<file path="src/rtl/draw_scheduler.sv">
// Frame scheduler sharing the VGA pixel port among draw engines: erase pass, inc pulse, colour pass.
// Optional macro DRAW_SCHED_CLIP_EN suppresses writes to off-screen pixels.
module draw_scheduler #(
    parameter int NUM_REQ  = 3,
    parameter int XW       = 10,
    parameter int YW       = 10,
    parameter int TIMEOUT  = 1023,
    parameter int SCREEN_W = 640,
    parameter int SCREEN_H = 480
) (
    input  logic                  clk,
    input  logic                  reset,
    input  logic                  frame_tick,
    input  logic [NUM_REQ-1:0]    req,
    input  logic [NUM_REQ-1:0]    done,
    input  logic [NUM_REQ*XW-1:0] px_x,
    input  logic [NUM_REQ*YW-1:0] px_y,
    input  logic [NUM_REQ*3-1:0]  px_colour,
    input  logic [NUM_REQ-1:0]    px_we,
    output logic [NUM_REQ-1:0]    go,
    output logic [NUM_REQ-1:0]    grant,
    output logic                  iscolour,
    output logic                  inc_enable,
    output logic [XW-1:0]         x,
    output logic [YW-1:0]         y,
    output logic [2:0]            colour,
    output logic                  writeEn,
    output logic                  busy,
    output logic                  overrun,
    output logic [NUM_REQ-1:0]    timeout_err
);

    localparam int IW = (NUM_REQ > 1) ? $clog2(NUM_REQ) : 1;
    localparam int CW = $clog2(TIMEOUT + 1);

    typedef enum logic [2:0] {IDLE, PICK, GRANT, XFER, PASS_END, INC} state_t;

    state_t             state;
    logic [NUM_REQ-1:0] mask;
    logic [IW-1:0]      ptr;
    logic [IW-1:0]      gidx;
    logic [CW-1:0]      cnt;
    logic               early;

    logic               found;
    logic [IW-1:0]      pick;
    logic [XW-1:0]      sel_x;
    logic [YW-1:0]      sel_y;
    logic [2:0]         sel_c;
    logic               in_range;
    logic               finished;

    function automatic logic [NUM_REQ-1:0] onehot(input logic [IW-1:0] i);
        logic [NUM_REQ-1:0] v;
        v    = '0;
        v[i] = 1'b1;
        return v;
    endfunction

    // Round-robin search: walk downward so the lowest offset from ptr wins.
    always_comb begin
        int idx;
        found = 1'b0;
        pick  = '0;
        idx   = 0;
        for (int k = NUM_REQ - 1; k >= 0; k--) begin
            idx = int'(ptr) + k;
            if (idx >= NUM_REQ) idx = idx - NUM_REQ;
            if (mask[idx[IW-1:0]]) begin
                found = 1'b1;
                pick  = idx[IW-1:0];
            end
        end
    end

    always_comb begin
        sel_x = px_x[gidx*XW +: XW];
        sel_y = px_y[gidx*YW +: YW];
        sel_c = px_colour[gidx*3 +: 3];
`ifdef DRAW_SCHED_CLIP_EN
        in_range = (32'(sel_x) < SCREEN_W) && (32'(sel_y) < SCREEN_H);
`else
        in_range = 1'b1;
`endif
    end

    // A done coincident with go is latched so XFER's first cycle completes.
    assign finished = done[gidx] | early;

    always_ff @(posedge clk) begin
        if (reset) begin
            state       <= IDLE;
            mask        <= '0;
            ptr         <= '0;
            gidx        <= '0;
            cnt         <= '0;
            early       <= 1'b0;
            go          <= '0;
            grant       <= '0;
            iscolour    <= 1'b0;
            inc_enable  <= 1'b0;
            busy        <= 1'b0;
            overrun     <= 1'b0;
            timeout_err <= '0;
            x           <= '0;
            y           <= '0;
            colour      <= 3'b000;
            writeEn     <= 1'b0;
        end else begin
            go         <= '0;
            inc_enable <= 1'b0;
            if (frame_tick && busy) overrun <= 1'b1;

            case (state)
                IDLE: begin
                    if (frame_tick) begin
                        mask     <= req;
                        iscolour <= 1'b0;
                        busy     <= 1'b1;
                        state    <= PICK;
                    end
                end
                PICK: begin
                    if (found) begin
                        gidx  <= pick;
                        grant <= onehot(pick);
                        go    <= onehot(pick);
                        state <= GRANT;
                    end else begin
                        state <= PASS_END;
                    end
                end
                GRANT: begin
                    cnt   <= '0;
                    early <= done[gidx];
                    state <= XFER;
                end
                XFER: begin
                    if (finished) begin
                        mask[gidx] <= 1'b0;
                        grant      <= '0;
                        early      <= 1'b0;
                        state      <= PICK;
                    end else if (cnt == CW'(TIMEOUT - 1)) begin
                        timeout_err[gidx] <= 1'b1;
                        mask[gidx]        <= 1'b0;
                        grant             <= '0;
                        state             <= PICK;
                    end else begin
                        cnt <= cnt + 1'b1;
                    end
                end
                PASS_END: begin
                    if (!iscolour) begin
                        inc_enable <= 1'b1;
                        state      <= INC;
                    end else begin
                        busy  <= 1'b0;
                        ptr   <= (ptr == IW'(NUM_REQ - 1)) ? '0 : ptr + 1'b1;
                        state <= IDLE;
                    end
                end
                INC: begin
                    mask     <= req;
                    iscolour <= 1'b1;
                    state    <= PICK;
                end
                default: state <= IDLE;
            endcase

            // Pixel path: one register stage behind the granted requester.
            writeEn <= (|grant) & px_we[gidx] & in_range;
            if (|grant) begin
                x      <= sel_x;
                y      <= sel_y;
                colour <= iscolour ? sel_c : 3'b000;
            end
        end
    end

endmodule

</file>
<file path="config.mk">
export PLATFORM = sky130hd
export DESIGN_NAME = draw_scheduler
export DESIGN_NICKNAME = d
export VERILOG_FILES = /design/src/rtl/draw_scheduler.sv
export SDC_FILE = /design/constraint.sdc
export NUM_CORES = 1
export LEC_CHECK = 0
export CORE_AREA = 5 5 85 87
export CTS_BUF_LIST = sky130_fd_sc_hd__clkbuf_4
export DETAILED_ROUTE_END_ITERATION = 12
export DIE_AREA = 0 0 90 92
export PLACE_DENSITY = 0.87
export SLEW_MARGIN = 20
export SYNTH_ARGS = -nofsm -noshare
export SYNTH_HDL_FRONTEND = slang
export SYNTH_SLANG_ARGS = --single-unit
</file>
<file path="constraint.sdc">
create_clock -name clk -period 3.65 [get_ports clk]
set_input_delay 0.9125 -clock clk [delete_from_list [all_inputs] [get_ports clk]]
set_output_delay 0.9125 -clock clk [all_outputs]
set_load 0.02 [all_outputs]
</file>
# ---- Word level (Yosys, flattened, before mapping)
# Cells that the tools add are included.
# Widths: inputs -> output; s select.
dict set report op_classes {
  magnitude_cmp 10
  reduce_logical 22
  shift 3
  multipliers 2
  eq_ne 14
  muxes 50
  n_bitwise 9
  addsub 7
}
# cell count
set op_table {}
lappend op_table {{$shiftx 30x7->10} 2}
lappend op_table {{$mux 3} 12}
lappend op_table {{$mux 10} 2}
lappend op_table {{$pmux 10 s2} 1}
lappend op_table {{$pmux 3 s6} 1}
lappend op_table {{$lt 2x3->1 const B} 5}
lappend op_table {{$mux 1} 15}
lappend op_table {{$reduce_and 3->1} 5}
lappend op_table {{$mux 2} 7}
lappend op_table {{$ne 2x2->1 const B} 6}
lappend op_table {{$add 10x1->10 const B} 1}
lappend op_table {{$bmux 1 s2} 5}
lappend op_table {{$eq 10x10->1 const B} 1}
lappend op_table {{$reduce_and 2->1} 5}
lappend op_table {{$pmux 3 s3} 1}
lappend op_table {{$shiftx 9x5->3} 1}
lappend op_table {{$reduce_bool 2->1} 4}
lappend op_table {{$eq 3x2->1 const B} 2}
lappend op_table {{$eq 3x3->1 const B} 2}
lappend op_table {{$ge 3x2->1 const B} 2}
lappend op_table {{$pmux 1 s2} 3}
lappend op_table {{$pmux 3 s2} 1}
lappend op_table {{$reduce_or 3->1} 2}
lappend op_table {{$sub 2x2->2 const B} 3}
lappend op_table {{21 further kinds} 28}
dict set report word_totals {
  output_inout_bits 37
  wordCells 134
  ff_bits 58
}

# ---- Logic depth before layout (Yosys ltp)
# Gate-level depths: netlist of the first run.
dict set report logic_depth {
  depth_word 14
  ltp_mapped 8
}

# ---- Least setup slack after synthesis of the first run
# No wires, ideal clock.
dict set report synth_path {
  path_type {input to register}
  from {in done[1]}
  to {reg cnt[5]}
  setup_time_ps 70
  slack_ps 1448
  stages 6
  arrival_ps 2132
  path_buffers 1
  required_time_ps 3580
  path_cell_list {mux2i_1 o211ai_2 o2bb2ai_2 buf_6 or4_1 a21oi_1}
}
dict set report synth_via {
  elab_chain_cells 5
}
# element line_no
set synth_rtl {}
lappend synth_rtl {{start: declaration} 15} ;# input logic [NUM_REQ-1:0] done,
lappend synth_rtl {{$bmux 1 s2} 88} ;# assign finished = done[gidx] | early;
lappend synth_rtl {{$mux 1 (implied by the code)} 88}
lappend synth_rtl {{$or 1x1->1} 88}
lappend synth_rtl {{$ne 2x2->1 (no source line)} n/a}
lappend synth_rtl {{$reduce_and 3->1 (no source line)} n/a}
lappend synth_rtl {{end signal: assignment} 150} ;# cnt <= cnt + 1'b1;
lappend synth_rtl {{end: declaration} 42} ;# logic [CW-1:0] cnt;
# No other way between the ends. The select of a mux whose other input is x is not followed.
# A chain may end at the register's enable or synchronous reset.

# ---- Final worst setup path of the first run
dict set report layout_path {
  from {reg iscolour}
  to {out iscolour}
}
# element line_no
set layout_lines {}
lappend layout_lines {{start: declaration} 22} ;# output logic iscolour,
lappend layout_lines {{start signal: assignment} 100} ;# iscolour <= 1'b0;
lappend layout_lines {{start signal: assignment} 118} ;# iscolour <= 1'b0;
lappend layout_lines {{start signal: assignment} 165} ;# iscolour <= 1'b1;
# No word-level cell between the ends.

==> results.md, run 1 <==
- Reg2reg start: gidx[0]$_SDFFE_PP0P_
- Die Y-Extent: 92 um
- Final core utilization: 69.0%
- Reg-to-reg slack, setup: 1.34 ns
- Data arrival, critical path: 1.51 ns
- Clock Skews: 0.0111 ns
- Diode count: 0
- Total of flip-flops plus latches after synthesis: 58
- CP Capture Type: output pin
- Worst hold start: overrun$_SDFFE_PP0P_
- Starting Density: 48.1%
- Total CTS buffers: 9
- Wire per inst: 17.5 um
- Sw frac: 31.4%
- Global route overflow: 0
- Full die area: 8280 um2
- Top layer used by detailed routing: met4
- Hold Path Cell Cnt: 2
- Delay-heaviest family, CP: buffers and inverters
- RSZ-0062 raised after global routing: false
- TritonCTS sink count: 58
- Worst reg2reg endpoint: cnt[9]$_SDFFE_PP0P_
- Cts repair resizes: 0
- Ys Warns: 0
- Via count: 3178
- Fraction of layout cells with a size suffix above 1: 10.2%
- Non-Filler Instances: 540
- Hold slack: 0.476 ns
- Area Overhead vs Synth: 43.5%
- Post-CTS setup buffer count: 0
- Metal2 WL: 4860 um
- Final Hold Fails: 0
- Mapped Cells: 351
- First-pass GRT wire length: 14700 um
- Initial detailed-routing violation count: 178
- Core ar.: 6280 um2
- Antenna Violating Nets Remaining: 0
- Post-synth EDFFs: 0
- Final worst path period share: 66.4%
- Pleak: 1.55 nW
- HPWL after detailed placement: 6970 um
- Worst path cell trace: clkdlybuf4s50_1
- Vias/cell: 5.89
- Cell area after synthesis: 3020 um2
- Clock transition at the registers of the reported paths: 0.10 ns
- Int Power: 1.17 mW
- Met3 wire length: 657 um
- DIE WIDTH: 90 um
- Relative slew margins: 25.7%
- Kind of critical path: flop to output pin
- Hold WC Path Type: flop to flop
- Mapped Nets: 437
- Clock tree buffer depth: 2
- Worst Hold Endpoint: overrun$_SDFFE_PP0P_
- Cell Pwr Density: 395 nW/um2
- Flop pwr share: 43.5%
- Switching pwr: 0.538 mW
- Max-cap viol count: 0
- Max Fclk: 0.413 GHz
- Post-synth top flop: dfxtp_1
- Tightest Pin Transition: 1.11 ns
- Worst Path Required: 2.74 ns
- Reg2Reg Depth: 5
- Post-synth cell types: 54
- Placed Area: 4200 um2
- Placed cell count: 524
- Sequential fraction of the synthesis area: 38.5%
- Port bufs: 117
- # IOs: 118
- # fillers: 499
- Comb pwr share: 29.7%
- Worst-case vdd ir drop: 0.282 mV
- CTS tree: done
- Clk network pwr share: 26.8%
- Slowest-stage cell, CP: clkdlybuf4s50_1
- H-tree depth: 3
- Highest cell delay on the worst timing path: 0.66 ns
- CTS Hold Bufs: 0
- Crit path max fanout: 8
- Residual DRC: 0
- Design area: 4330 um2
- WL final: 9430 um
- Worst-skew pair later-pin latency: 0.39 ns
- Largest net degree at the start of global routing: 53
- Vias in the first global route: 3057
- Final slew viol count: 0
- Routed length on met1: 3650 um
- Post-Syn Area per Cell: 8.59 um2
- GR Util All Layers: 21.6%
- Setup Total Neg Slack: 0 ns
- DR pass1 iterations: 5
- Final setup viols: 0
- Status: finished clean
- Std cell rows: 29
- Post-synth ARST share: 0%
- Clock root buffer: clkbuf_4
- Antenna violations before repair: 0
- Buf/Inv on CP: 1
- Crit path launch type: flop
- Routability cong.: 0.783
- Min Tclk post-route: 2.42 ns
- Nets: 544
[routing by layer]
layer / track usage (%) / vias up
met5: 0 / -
met4: 9.18 / 0
li1: - / 1496
met1: 25.4 / 1531
met2: 37.7 / 129
met3: 5.07 / 22
[registers in the layout (all words and copies together) (netlist names), 2 cells and up]
register and cells:
colour 3, mask 3, grant 3, go 3, ptr 2, gidx 2
x 10, state 3, y 10, cnt 10, timeout_err 3
[layout make-up]
cell class | instances | area, um2 | area share [%]
Tap cell | 77 | 96.3 | 2.23
Sequential cell | 58 | 1160 | 26.8
Timing Repair Buffer | 119 | 1180 | 27.3
Inverter | 13 | 48.8 | 1.13
Multi-Input combinational cell | 257 | 1710 | 39.5
Clock inverter | 4 | 42.5 | 0.983
Clock buffer | 12 | 90.1 | 2.08
[worst max-delay path by stage]
stage / startpoint / to / cells past startpoint
floorplan: done[1] / cnt[5]$_SDFFE_PP0P_ / 6
global placement: done[1] / cnt[7]$_SDFFE_PP0P_ / 6
detailed placement: done[1] / cnt[9]$_SDFFE_PP0P_ / 6
CTS: iscolour$_SDFFE_PP0P_ / iscolour / 1
global route: iscolour$_SDFFE_PP0P_ / iscolour / 1
finish: iscolour$_SDFFE_PP0P_ / iscolour / 1
[cells in the final DEF, fill, tap and decap left out, types with 8 or more instances in the layout]
master           Yosys  routed
nor2_1              52      52
o21ai_0             30      30
a221o_1             20      20
mux2i_1             10      10
clkbuf_4             0      12
a21oi_1             20      20
nand2_1             17      17
dfxtp_1             58      58
mux2_2              20      20
nor3_1               9       8
clkdlybuf4s50_1      0     116
inv_1               13      13
[cell usage after synthesis (all sizes together) (2+ instances only)]
cell / n / area share [%]
a211oi: 3 / 0.75
a2111oi: 2 / 0.79
nor3b: 2 / 0.66
a22oi: 4 / 1.0
a221o: 20 / 6.6
or4: 3 / 0.75
nor2: 52 / 6.5
nand2: 17 / 2.1
a21oi: 20 / 3.3
o21ai: 31 / 5.1
mux2i: 10 / 3.3
mux2: 20 / 7.5
inv: 13 / 1.6
nor2b: 5 / 1.0
nand3: 5 / 0.83
buf: 7 / 1.5
o2bb2ai: 2 / 0.79
nand4: 3 / 0.62
dfxtp: 58 / 38
ha: 5 / 2.1
and2: 6 / 1.2
clkbuf: 16 / 2.0
o31ai: 5 / 1.2
or3: 6 / 1.2
nand2b: 6 / 1.2
nor3: 9 / 1.5
o311ai: 2 / 0.58
o211ai: 2 / 0.66
[logic make-up after synthesis]
family / after synthesis / synth area share [%]
simple gates: 119 / 18.9
compound gates: 101 / 24.1
flops: 58 / 38.5
buf+inv: 36 / 5.10
mux: 30 / 10.8
fa+ha+maj: 6 / 2.41
xor+xnor: 1 / 0.290
[power by group through the flow]
stage / combinational [mW] / sequential [mW] / clock (mW)
after global placement: 0.490 / 0.754 / 0
after floorplan: 0.244 / 0.787 / 0
after CTS: 0.509 / 0.744 / 0.467
after detailed placement: 0.505 / 0.758 / 0
final: 0.508 / 0.745 / 0.459
after global routing: 0.552 / 0.754 / 0.503
[metrics by stage]
step | setup slack, ns | total power [mW]
CTS | 1.22 | 1.72
floorplan | 1.45 | 1.03
global route | 1.15 | 1.81
finish | 1.23 | 1.71
detailed placement | 0.841 | 1.26
global placement | 0.962 | 1.24
No activity file was read; power rests on OpenSTA's default activity.
==> inputs of run 2 (changes only) <==
CORE_AREA = 5 5 88 90   (was 5 5 85 87)
DIE_AREA = 0 0 93 95   (was 0 0 90 92)
PLACE_DENSITY = 0.81   (was 0.87)
clock period = 2.3 ns   (was 3.65 ns; I/O delays follow)
==> run 2 against run 1 <==
Net effect:
- first-iteration DRC count is 39% lower
- critical path type is now flop to flop
- highest routed layer unchanged
- critical endpoint is now grant[2]$_SDFFE_PP0P_
- clock-buffer cell count is 3 lower
- sequential share of layout area is 0.34 points lower
- critical path depth is 6 higher
==> results.md, run 2 (synthesized netlist as in run 1, its figures left out) <==
- Status: finished clean
- CTS tree: done
- Min Tclk post-route: 2.11 ns
- Sw frac: 32.8%
- Highest cell delay on the worst timing path: 0.42 ns
- Final Hold Fails: 0
- Int Power: 1.73 mW
- Core ar.: 6980 um2
- Final Total Pwr: 2.57 mW
- Routability cong.: 0.789
- Vias/cell: 5.65
- Flop pwr share: 44.8%
- Worst-skew pair later-pin latency: 0.38 ns
- Largest net degree at the start of global routing: 37
- Cell Pwr Density: 587 nW/um2
- Placed Area: 4290 um2
- Wire per inst: 16.8 um
- Port bufs: 117
- Reg2Reg Depth: 7
- Nets: 556
- Clock root buffer: clkbuf_4
- Comb pwr share: 33.8%
- Crit path max fanout: 5
- Worst reg2reg endpoint: grant[2]$_SDFFE_PP0P_
- Fraction of layout cells with a size suffix above 1: 11.8%
- Pleak: 1.59 nW
- Die Y-Extent: 95 um
- # fillers: 594
- Total CTS buffers: 9
- Buf/Inv on CP: 2
- Most frequent CP cell: inv_1
- DIE WIDTH: 93 um
- Via count: 3144
- First-pass GRT wire length: 14500 um
- Max Fclk: 0.474 GHz
- Starting Density: 43.2%
- GR Util All Layers: 20.6%
- Reg-to-reg slack, setup: 0.19 ns
- Tightest Pin Transition: 1.09 ns
- Switching pwr: 0.843 mW
- Clock tree buffer depth: 2
- Worst Hold Endpoint: overrun$_SDFFE_PP0P_
- CP Capture Type: flop
- Design area: 4390 um2
- WL final: 9330 um
- Antenna violations before repair: 0
- Vias in the first global route: 3114
- Final slew viol count: 0
- DR pass1 iterations: 4
- Final worst path period share: 91.7%
- Reg2reg start: ptr[0]$_SDFFE_PP0P_
- Clock Skews: 0.00757 ns
- Kind of critical path: flop to flop
- Worst-case vdd ir drop: 0.321 mV
- Relative slew margins: 27.0%
- Hold Path Cell Cnt: 2
- Delay-heaviest family, CP: compound AO/OA/AOI/OAI gates
- Clock transition at the registers of the reported paths: 0.09 ns
- Setup Total Neg Slack: 0 ns
- Biggest regs: cnt: 10 flops, x: 10 flops, y: 10 flops
- Cts repair resizes: 0
- Area Overhead vs Synth: 45.4%
- RSZ-0062 raised after global routing: false
- Worst Path Required: 2.57 ns
- Clk network pwr share: 21.4%
- Worst hold start: overrun$_SDFFE_PP0P_
- Global route overflow: 0
- # IOs: 118
- Final core utilization: 62.8%
- Max-cap viol count: 0
- Diode count: 0
- Antenna Violating Nets Remaining: 0
- CTS Hold Bufs: 0
- Commonest non-fill, non-tap cell in the layout: clkdlybuf4s50_1
- Crit path launch type: flop
- Final setup viols: 0
- Residual DRC: 0
- Data arrival, critical path: 2.38 ns
- Full die area: 8840 um2
- HPWL after detailed placement: 7170 um
- H-tree depth: 3
- Std cell rows: 31
- Post-CTS setup buffer count: 0
- Most frequent cells in the layout: 116 x clkdlybuf4s50_1, 58 x dfxtp_1, 52 x nor2_1
- Hold WC Path Type: flop to flop
- Worst path cell trace: inv_1 > ha_1 > inv_1 > maj3_1 > a211oi_1 > o221a_2 > o21ai_0
- TritonCTS sink count: 58
- Slowest-stage cell, CP: a211oi_1
- Initial detailed-routing violation count: 108
## run 2: changes by cell type in the layout (fill, tap and decap cells not counted), sizes merged
cell and delta:
clkinv +3, clkbuf -3, bufinv -1, buf +12
## run 2: worst reg2reg max path, delay by kind of cell, from the launching register on
| kind | cells | cell delay (ns) |
|---|---|---|
| compound gates | 3 | 0.80 |
| fa+ha+maj | 2 | 0.71 |
| buf+inv | 2 | 0.13 |
| flops | 1 | 0.36 |
## run 2: how the worst max path moves through the flow
stage / to / depth (start not counted) / slack, ns / from
after floorplan: gidx[1]$_SDFFE_PP0P_ / 7 / 0.33 / ptr[0]$_SDFFE_PP0P_
after global placement: cnt[9]$_SDFFE_PP0P_ / 6 / 0.05 / done[1]
after detailed placement: cnt[7]$_SDFFE_PP0P_ / 6 / 0.01 / done[1]
after CTS: iscolour / 1 / 0.17 / iscolour$_SDFFE_PP0P_
after global routing: gidx[1]$_SDFFE_PP0P_ / 8 / 0.001 / ptr[1]$_SDFFE_PP0P_
final: grant[2]$_SDFFE_PP0P_ / 7 / 0.19 / ptr[0]$_SDFFE_PP0P_
## run 2: power by group through the flow
stage	combinational, mW	clock, mW	sequential (mW)
4_1_cts	0.868	0.567	1.15
5_1_grt	0.942	0.619	1.16
3_3_place_gp	0.842	0	1.17
2_1_floorplan	0.387	0	1.25
6_report	0.870	0.550	1.15
3_5_place_dp	0.863	0	1.18
## run 2: cell type report
type / instances / area, um2 / area share [%]
sequential: 58 / 1160 / 26.5
clock buffer: 9 / 67.6 / 1.54
inverter: 13 / 48.8 / 1.11
clock inverter: 6 / 25.0 / 0.571
multi-input combinational: 257 / 1710 / 39.0
timing repair buffer: 131 / 1270 / 29.0
tap: 82 / 103 / 2.34
## run 2: through the flow
step / setup slack, ns / hold slack, ns / std cells
2_1_floorplan: 0.329 / 0.451 / 351
3_3_place_gp: 0.0502 / 0.451 / 541
3_5_place_dp: 0.00982 / 0.459 / 541
4_1_cts: 0.174 / 0.484 / 556
5_1_grt: 0.00119 / 0.519 / 556
6_report: 0.191 / 0.483 / 556
## run 2: per-layer routing
metal  vias to the layer above  part of all wire, %  GRT usage, %
met5                         -                    0             0
met4                         0                  2.9          8.06
met3                        21                  5.6          5.98
met2                       100                   51          35.3
met1                      1504                   40          24.4
li1                       1519                    -             -
